**config.mk**
```make
export PLATFORM = sky130hd
export DESIGN_NAME = csr_access_ctrl_flat
export DESIGN_NICKNAME = d
export VERILOG_FILES = /design/src/rtl/csr_access_ctrl_if.sv /design/src/rtl/csr_access_ctrl.sv /design/src/flat_wrapper.sv
export SDC_FILE = /design/constraint.sdc
export NUM_CORES = 1
export LEC_CHECK = 0
export ABC_AREA = 1
export CAP_MARGIN = 20
export CORE_UTILIZATION = 36
export DETAILED_ROUTE_END_ITERATION = 10
export HOLD_SLACK_MARGIN = 0.05
export PLACE_DENSITY = 0.67
export SLEW_MARGIN = 30
export SYNTH_ARGS = -nofsm -noshare
export SYNTH_HDL_FRONTEND = slang
export SYNTH_SLANG_ARGS = --single-unit
```
**constraint.sdc**
```tcl
create_clock -name clk -period 2.6 [get_ports clk]
set_clock_uncertainty 0.15 [all_clocks]
set_input_delay 0.52 -clock clk [delete_from_list [all_inputs] [get_ports clk]]
set_output_delay 0.52 -clock clk [all_outputs]
set_load 0.005 [all_outputs]
```
**src/rtl/csr_access_ctrl_if.sv**
```systemverilog
// -----------------------------------------------------------------------------
// csr_access_ctrl_if
//   Bundles the pipeline request channel, the trap-unit write channel, the CSR
//   storage array port and the busy status of csr_access_ctrl.
//   Optional macro: CSR_RO_PROTECT_EN adds pl_illegal.
//
//   Modports:
//     slave  - the access controller (accepts requests, drives the array)
//     master - the surroundings (pipeline, trap unit, storage array)
//
//   Signals:
//     pl_req/pl_op/pl_addr/pl_src/pl_src_is_x0 -> pipeline CSR request
//     pl_ack/pl_rdata (/pl_illegal)           <- pipeline completion
//     trap_req/trap_addr/trap_wdata           -> trap-unit write request
//     trap_ack                                <- trap completion
//     csr_rdAddr/csr_write/csr_wrAddr/csr_wrVal <- array control
//     csr_rdVal                               -> array read data (forwarded)
//     busy                                    <- controller not idle
// -----------------------------------------------------------------------------
interface csr_access_ctrl_if #(
  parameter int ADDR_W = 12,
  parameter int DATA_W = 32
);
  logic              pl_req;
  logic [1:0]        pl_op;
  logic [ADDR_W-1:0] pl_addr;
  logic [DATA_W-1:0] pl_src;
  logic              pl_src_is_x0;
  logic              pl_ack;
  logic [DATA_W-1:0] pl_rdata;
`ifdef CSR_RO_PROTECT_EN
  logic              pl_illegal;
`endif
  logic              trap_req;
  logic [ADDR_W-1:0] trap_addr;
  logic [DATA_W-1:0] trap_wdata;
  logic              trap_ack;
  logic [ADDR_W-1:0] csr_rdAddr;
  logic [DATA_W-1:0] csr_rdVal;
  logic              csr_write;
  logic [ADDR_W-1:0] csr_wrAddr;
  logic [DATA_W-1:0] csr_wrVal;
  logic              busy;

  modport slave (
    input  pl_req, pl_op, pl_addr, pl_src, pl_src_is_x0,
    input  trap_req, trap_addr, trap_wdata,
    input  csr_rdVal,
    output pl_ack, pl_rdata,
`ifdef CSR_RO_PROTECT_EN
    output pl_illegal,
`endif
    output trap_ack,
    output csr_rdAddr, csr_write, csr_wrAddr, csr_wrVal,
    output busy
  );

  modport master (
    output pl_req, pl_op, pl_addr, pl_src, pl_src_is_x0,
    output trap_req, trap_addr, trap_wdata,
    output csr_rdVal,
    input  pl_ack, pl_rdata,
`ifdef CSR_RO_PROTECT_EN
    input  pl_illegal,
`endif
    input  trap_ack,
    input  csr_rdAddr, csr_write, csr_wrAddr, csr_wrVal,
    input  busy
  );
endinterface

```
**src/rtl/csr_access_ctrl.sv**
```systemverilog
// -----------------------------------------------------------------------------
// csr_access_ctrl
//   Sequences all accesses to the single-read/single-write CSR storage array.
//   Pipeline CSR instructions become a read (RD) followed by a conditional
//   write (WR); trap-unit writes (mepc/mcause/mtval) go straight to TWR.
//   Arbitration happens only in IDLE, trap before pipeline; an operation in
//   flight is never pre-empted.
//   Optional macro: CSR_RO_PROTECT_EN suppresses pipeline writes to the
//   read-only CSR space (addr[11:10]==2'b11) and flags pl_illegal instead.
//
//   Ports:
//     clk    - core clock
//     reset  - synchronous, active-high
//     bus    - csr_access_ctrl_if.slave (pipeline, trap and array signals)
//
//   State | meaning
//   IDLE  | waiting; arbitrate trap_req over pl_req
//   RD    | csr_rdAddr presents latched address, old value captured
//   WR    | read-modify-write result written, pl_ack pulsed
//   TWR   | latched trap data written, trap_ack pulsed
// -----------------------------------------------------------------------------
module csr_access_ctrl #(
  parameter int ADDR_W = 12,
  parameter int DATA_W = 32
) (
  input  logic                clk,
  input  logic                reset,
  csr_access_ctrl_if.slave    bus
);

  typedef enum logic [1:0] {IDLE, RD, WR, TWR} state_t;

  localparam logic [1:0] OP_RW = 2'b01;
  localparam logic [1:0] OP_RS = 2'b10;
  localparam logic [1:0] OP_RC = 2'b11;

  state_t            state;
  state_t            nextState;

  // Address and source/data registers are shared between pipeline and trap
  // requests: only one of them is ever in flight.
  logic [ADDR_W-1:0] addrQ;
  logic [DATA_W-1:0] srcQ;
  logic [1:0]        opQ;
  logic              srcIsX0Q;
  logic [DATA_W-1:0] oldQ;
  logic [DATA_W-1:0] rdataQ;

  logic [DATA_W-1:0] newVal;
  logic              wantWrite;
  logic              roBlock;

  // State register
  always_ff @(posedge clk) begin
    if (reset) begin
      state <= IDLE;
    end else begin
      state <= nextState;
    end
  end

  // Next-state logic
  always_comb begin
    nextState = state;
    case (state)
      IDLE: begin
        if (bus.trap_req) begin
          nextState = TWR;
        end else if (bus.pl_req) begin
          nextState = RD;
        end
      end
      RD:      nextState = WR;
      WR:      nextState = IDLE;
      TWR:     nextState = IDLE;
      default: nextState = IDLE;
    endcase
  end

  // Request latching and old-value capture
  always_ff @(posedge clk) begin
    if (reset) begin
      addrQ    <= '0;
      srcQ     <= '0;
      opQ      <= '0;
      srcIsX0Q <= 1'b0;
      oldQ     <= '0;
      rdataQ   <= '0;
    end else begin
      case (state)
        IDLE: begin
          if (bus.trap_req) begin
            addrQ <= bus.trap_addr;
            srcQ  <= bus.trap_wdata;
          end else if (bus.pl_req) begin
            addrQ    <= bus.pl_addr;
            srcQ     <= bus.pl_src;
            opQ      <= bus.pl_op;
            srcIsX0Q <= bus.pl_src_is_x0;
          end
        end
        RD:      oldQ   <= bus.csr_rdVal;
        WR:      rdataQ <= oldQ;   // keeps pl_rdata stable after the ack
        default: ;
      endcase
    end
  end

  // Read-modify-write datapath
  always_comb begin
    newVal    = srcQ;
    wantWrite = 1'b0;
    case (opQ)
      OP_RW: begin
        newVal    = srcQ;
        wantWrite = 1'b1;               // RW writes even for x0
      end
      OP_RS: begin
        newVal    = oldQ | srcQ;
        wantWrite = ~srcIsX0Q;
      end
      OP_RC: begin
        newVal    = oldQ & ~srcQ;
        wantWrite = ~srcIsX0Q;
      end
      default: begin
        newVal    = oldQ;
        wantWrite = 1'b0;
      end
    endcase
  end

`ifdef CSR_RO_PROTECT_EN
  // Top two address bits both set marks the read-only CSR space.
  assign roBlock = wantWrite && (addrQ[ADDR_W-1 -: 2] == 2'b11);
`else
  assign roBlock = 1'b0;
`endif

  // Outputs. Strobes are masked by reset so that a reset landing on WR or
  // TWR aborts the write and the ack in that very cycle.
  always_comb begin
    bus.csr_write = 1'b0;
    bus.pl_ack    = 1'b0;
    bus.trap_ack  = 1'b0;
    bus.csr_wrVal = srcQ;
    bus.pl_rdata  = rdataQ;
`ifdef CSR_RO_PROTECT_EN
    bus.pl_illegal = 1'b0;
`endif
    case (state)
      WR: begin
        bus.csr_write = wantWrite && !roBlock && !reset;
        bus.pl_ack    = !reset;
        bus.csr_wrVal = newVal;
        bus.pl_rdata  = oldQ;
`ifdef CSR_RO_PROTECT_EN
        bus.pl_illegal = roBlock && !reset;
`endif
      end
      TWR: begin
        bus.csr_write = !reset;
        bus.trap_ack  = !reset;
        bus.csr_wrVal = srcQ;
      end
      default: ;
    endcase
  end

  assign bus.csr_rdAddr = addrQ;
  assign bus.csr_wrAddr = addrQ;
  assign bus.busy       = (state != IDLE);

endmodule

```
**src/flat_wrapper.sv**
```systemverilog
// flat-port wrapper written by rule: the top's interface ports become plain ports
module csr_access_ctrl_flat 
#(
  parameter int ADDR_W = 12,
  parameter int DATA_W = 32
)
  (clk, reset, bus_pl_req, bus_pl_op, bus_pl_addr, bus_pl_src, bus_pl_src_is_x0, bus_trap_req, bus_trap_addr, bus_trap_wdata, bus_csr_rdVal, bus_pl_ack, bus_pl_rdata, bus_trap_ack, bus_csr_rdAddr, bus_csr_write, bus_csr_wrAddr, bus_csr_wrVal, bus_busy);
  csr_access_ctrl_if #(.ADDR_W(ADDR_W), .DATA_W(DATA_W)) bus_i ();
  input  logic clk;
  input  logic reset;
  input wire logic [$bits(bus_i.pl_req)-1:0] bus_pl_req;
  input wire logic [$bits(bus_i.pl_op)-1:0] bus_pl_op;
  input wire logic [$bits(bus_i.pl_addr)-1:0] bus_pl_addr;
  input wire logic [$bits(bus_i.pl_src)-1:0] bus_pl_src;
  input wire logic [$bits(bus_i.pl_src_is_x0)-1:0] bus_pl_src_is_x0;
  input wire logic [$bits(bus_i.trap_req)-1:0] bus_trap_req;
  input wire logic [$bits(bus_i.trap_addr)-1:0] bus_trap_addr;
  input wire logic [$bits(bus_i.trap_wdata)-1:0] bus_trap_wdata;
  input wire logic [$bits(bus_i.csr_rdVal)-1:0] bus_csr_rdVal;
  output wire logic [$bits(bus_i.pl_ack)-1:0] bus_pl_ack;
  output wire logic [$bits(bus_i.pl_rdata)-1:0] bus_pl_rdata;
  output wire logic [$bits(bus_i.trap_ack)-1:0] bus_trap_ack;
  output wire logic [$bits(bus_i.csr_rdAddr)-1:0] bus_csr_rdAddr;
  output wire logic [$bits(bus_i.csr_write)-1:0] bus_csr_write;
  output wire logic [$bits(bus_i.csr_wrAddr)-1:0] bus_csr_wrAddr;
  output wire logic [$bits(bus_i.csr_wrVal)-1:0] bus_csr_wrVal;
  output wire logic [$bits(bus_i.busy)-1:0] bus_busy;
  assign bus_i.pl_req = bus_pl_req;
  assign bus_i.pl_op = bus_pl_op;
  assign bus_i.pl_addr = bus_pl_addr;
  assign bus_i.pl_src = bus_pl_src;
  assign bus_i.pl_src_is_x0 = bus_pl_src_is_x0;
  assign bus_i.trap_req = bus_trap_req;
  assign bus_i.trap_addr = bus_trap_addr;
  assign bus_i.trap_wdata = bus_trap_wdata;
  assign bus_i.csr_rdVal = bus_csr_rdVal;
  assign bus_pl_ack = bus_i.pl_ack;
  assign bus_pl_rdata = bus_i.pl_rdata;
  assign bus_trap_ack = bus_i.trap_ack;
  assign bus_csr_rdAddr = bus_i.csr_rdAddr;
  assign bus_csr_write = bus_i.csr_write;
  assign bus_csr_wrAddr = bus_i.csr_wrAddr;
  assign bus_csr_wrVal = bus_i.csr_wrVal;
  assign bus_busy = bus_i.busy;
  csr_access_ctrl #(.ADDR_W(ADDR_W), .DATA_W(DATA_W)) u_core (.clk(clk), .reset(reset), .bus(bus_i));
endmodule
```
==> run metrics <==
status finished with violations; failing checks setup timing; Placed Cells 1378; Clock Latency Late Sink 0.41 ns; drt total wl 18300 µm; RePlAce Congestion 0.783; Tightest Pin Transition 0.865 ns; die footprint 17200 µm²; worst hold slack 0.268 ns; Synth area leader dfxtp_1; grt total ovfl 0; root buf cell clkbuf_16; cell mode on critical path nand2_1; Die Height 131 µm; sequential area share after synthesis 37.7%; crit path from u_core.state[0]; post-route insts no fill 1420; Final Cell Area 9110 µm²; final worst-path cycle share 100%; final-report hold violation count 0; clock-pin slew on the worst setup and hold paths 0.05 ns; GR Util met1 26.3%; Required @ worst endpoint 1.93 ns; #FFs+latches synth 113; final slew viol count 0; crit path time final 2.60 ns; critical path type register to output port; power share of the clock group 41.2%; top cells by area, synth dfxtp_1 (38%), nand2_1 (25%), nor2_1 (11%); hold path start reset; power density over cell area 605 nW/µm²; switch share 29.3%; Worst Slack Setup Final -0.00172 ns; Synth cell types 20; cells after synthesis 988; first drt pass iteration count 5; P_int 0.00390 W; VDD IR-drop max 0.000531 V; Num CTS Buffers 17; setup TNS -0.00295 ns; post-synthesis average cell area 6.07 µm²; worst slew margin relative to its limit 42.4%; DP Area 8280 µm²; Max FO, Critical Path 30; CP max stage delay 0.51 ns; unrepaired setup endpoints after global routing true; Min-Delay Path Class input port to register; routed len/inst 12.9 µm; Port Buffers 218; Total GRT Usage 21.2%; CP endpoint kind output port; detail-routed via count per cell 4.39; # fillers 1595; CTS tree yes; Top Usage Layer GRT met2; vias 6232; Synth top area share 37.7%; first-iteration detailed-routing DRC count 448; pre-CTS setup slack 0.311 ns; reported max-cap violation count 0; mapped cell area 6000 µm²; Worst Setup Start Kind register; Area Overhead vs Synth 51.9%; largest net degree at the start of global routing 80; Sequential Power Share 35.7%; num rows 46; DP HPWL 12000 µm; Post-DRT Antenna Nets 0; H-tree depth 4; Antenna diodes 0; worst r2r src u_core.state[1]; DRC violations left 0; NumNets Final 1318; Slowest-stage cell, CP clkdlybuf4s50_1; Clock Path Buffers 2; Initial Util 37.4%; leak pwr 4.55 nW; CP arrival 1.93 ns; # clock sinks 113; GRT met3 Usage 6.49%; final setup fails 2; # IOs 219; layout cells sized above 1 11.0%; first-pass GRT wire length 27500 µm; syn_nets 1115; critical path cell sequence inv_4 -> nand2_8 -> buf_12 -> nor2_2 -> nand2_1 -> nand2_1 -> clkdlybuf4s50_1; vias in the first global route 5498; Synth Warn # 0; core outline area 16100 µm²; antenna violations before repair 0; highest clock rate 384 MHz; met2 usage 34.9%; Die Span X 131 µm; combinational share of power 23.1%; P_sw 0.00161 W
==> power by group through the flow <==
stage	Sequential (W)	Combinational, W	Clock, W
floorplan	0.00198	0.000660	0
global placement	0.00200	0.00124	0
finish	0.00197	0.00128	0.00227
CTS	0.00196	0.00126	0.00231
global route	0.00198	0.00142	0.00241
detailed placement	0.00200	0.00125	0
==> cell usage in the layout, fill, tap and decap left out, types with 3 or more instances in the layout <==
master           synthesis  routed
inv_2                   17      17
buf_8                    0       3
dlygate4sd2_1            0      12
nand3_1                  3       3
nor2_4                  18      19
o21ai_0                 64      64
nand2_1                392     389
a21oi_1                 26      26
inv_1                  102     102
nor2_1                 174     160
nor2_2                   0      13
clkdlybuf4s50_1          0     181
clkbuf_16                0      18
a21oi_2                 10      10
buf_12                   1       4
buf_6                    4       3
inv_6                    0       3
buf_4                   19      18
dlymetal6s2s_1           0      23
dfxtp_1                113     110
clkinv_4                 0       4
==> what timing repair did <==
action | in CTS | in global routing
hold buffers | 0 | 0
endpoints found under the setup margin | 65 | 52
gates cloned | 1 | 2
buffers inserted | 0 | 7
gates resized for setup | 39 | 32
pin swaps | 0 | 1
==> synth_stat cells <==
library cell and instances:
a211oi_1 1, inv_2 17, nand2_2 2, nor2_4 18
a21oi_2 10, o21ai_0 64, clkinv_1 1, nand2_1 392
dfxtp_1 113, inv_4 1, nor2_1 174, inv_1 102
nand3_1 3, clkbuf_1 21, buf_12 1, buf_1 2
buf_6 4, buf_4 19, a21oi_1 26, buf_2 17
==> sequential cells by signal, summed over array words and instances, names as in the netlist <==
signal                 cells
u_core.bus.csr_rdAddr     12
u_core.oldQ               32
u_core.opQ                 2
u_core.rdataQ             32
u_core.srcIsX0Q            1
u_core.srcQ               32
u_core.state               2
==> per-stage QoR <==
| stage | total power [W] | utilization (%) |
|---|---|---|
| floorplan | 0.00264 | - |
| global placement | 0.00324 | 51.6 |
| detailed placement | 0.00325 | 51.6 |
| CTS | 0.00554 | 55.6 |
| global route | 0.00582 | 56.8 |
| finish | 0.00551 | 56.8 |
==> cell families (layout without fill, tap and decap cells) <==
kind of cell	Yosys count	in the layout	share of synthesized area (%)
AOI/OAI and AO/OA	101	101	9.09
buffers and inverters	185	401	13.9
DFF	113	113	37.7
and+or+nand+nor	589	589	39.3
==> area by class of cell <==
| type | count | area (µm²) | share of cell area [%] |
|---|---|---|---|
| Clock buffer | 19 | 453 | 4.97 |
| Clock inverter | 13 | 128 | 1.40 |
| Inverter | 121 | 459 | 5.04 |
| Multi-Input combinational cell | 690 | 2970 | 32.6 |
| Sequential cell | 113 | 2270 | 24.9 |
| Tap cell | 216 | 270 | 2.97 |
| Timing Repair Buffer | 248 | 2560 | 28.1 |
==> worst max-delay path, delay by kind of cell, from the launching register on <==
kind,cells,cell delay [ns]
flip-flops,1,0.36
buffers and inverters,3,0.78
AND/OR/NAND/NOR,4,0.36
==> final timing paths <==
path                            slack (ns)                  endpoint  cells after the start
worst max-delay path                -0.002          bus_csr_wrVal[8]                      7
worst min-delay path                  0.27           u_core.state[0]                      2
worst max register to register        0.95  u_core.bus.csr_rdAddr[6]                      6
worst min register to register        0.32          u_core.rdataQ[4]                      2
==> layer usage <==
| layer | part of all wire [%] | vias to the layer above |
|---|---|---|
| met1 | 45 | 2717 |
| li1 | - | 3332 |
| met5 | 0 | - |
| met4 | 1.1 | 0 |
| met2 | 47 | 167 |
| met3 | 7.1 | 16 |
Power figures use the tool's default switching activity.
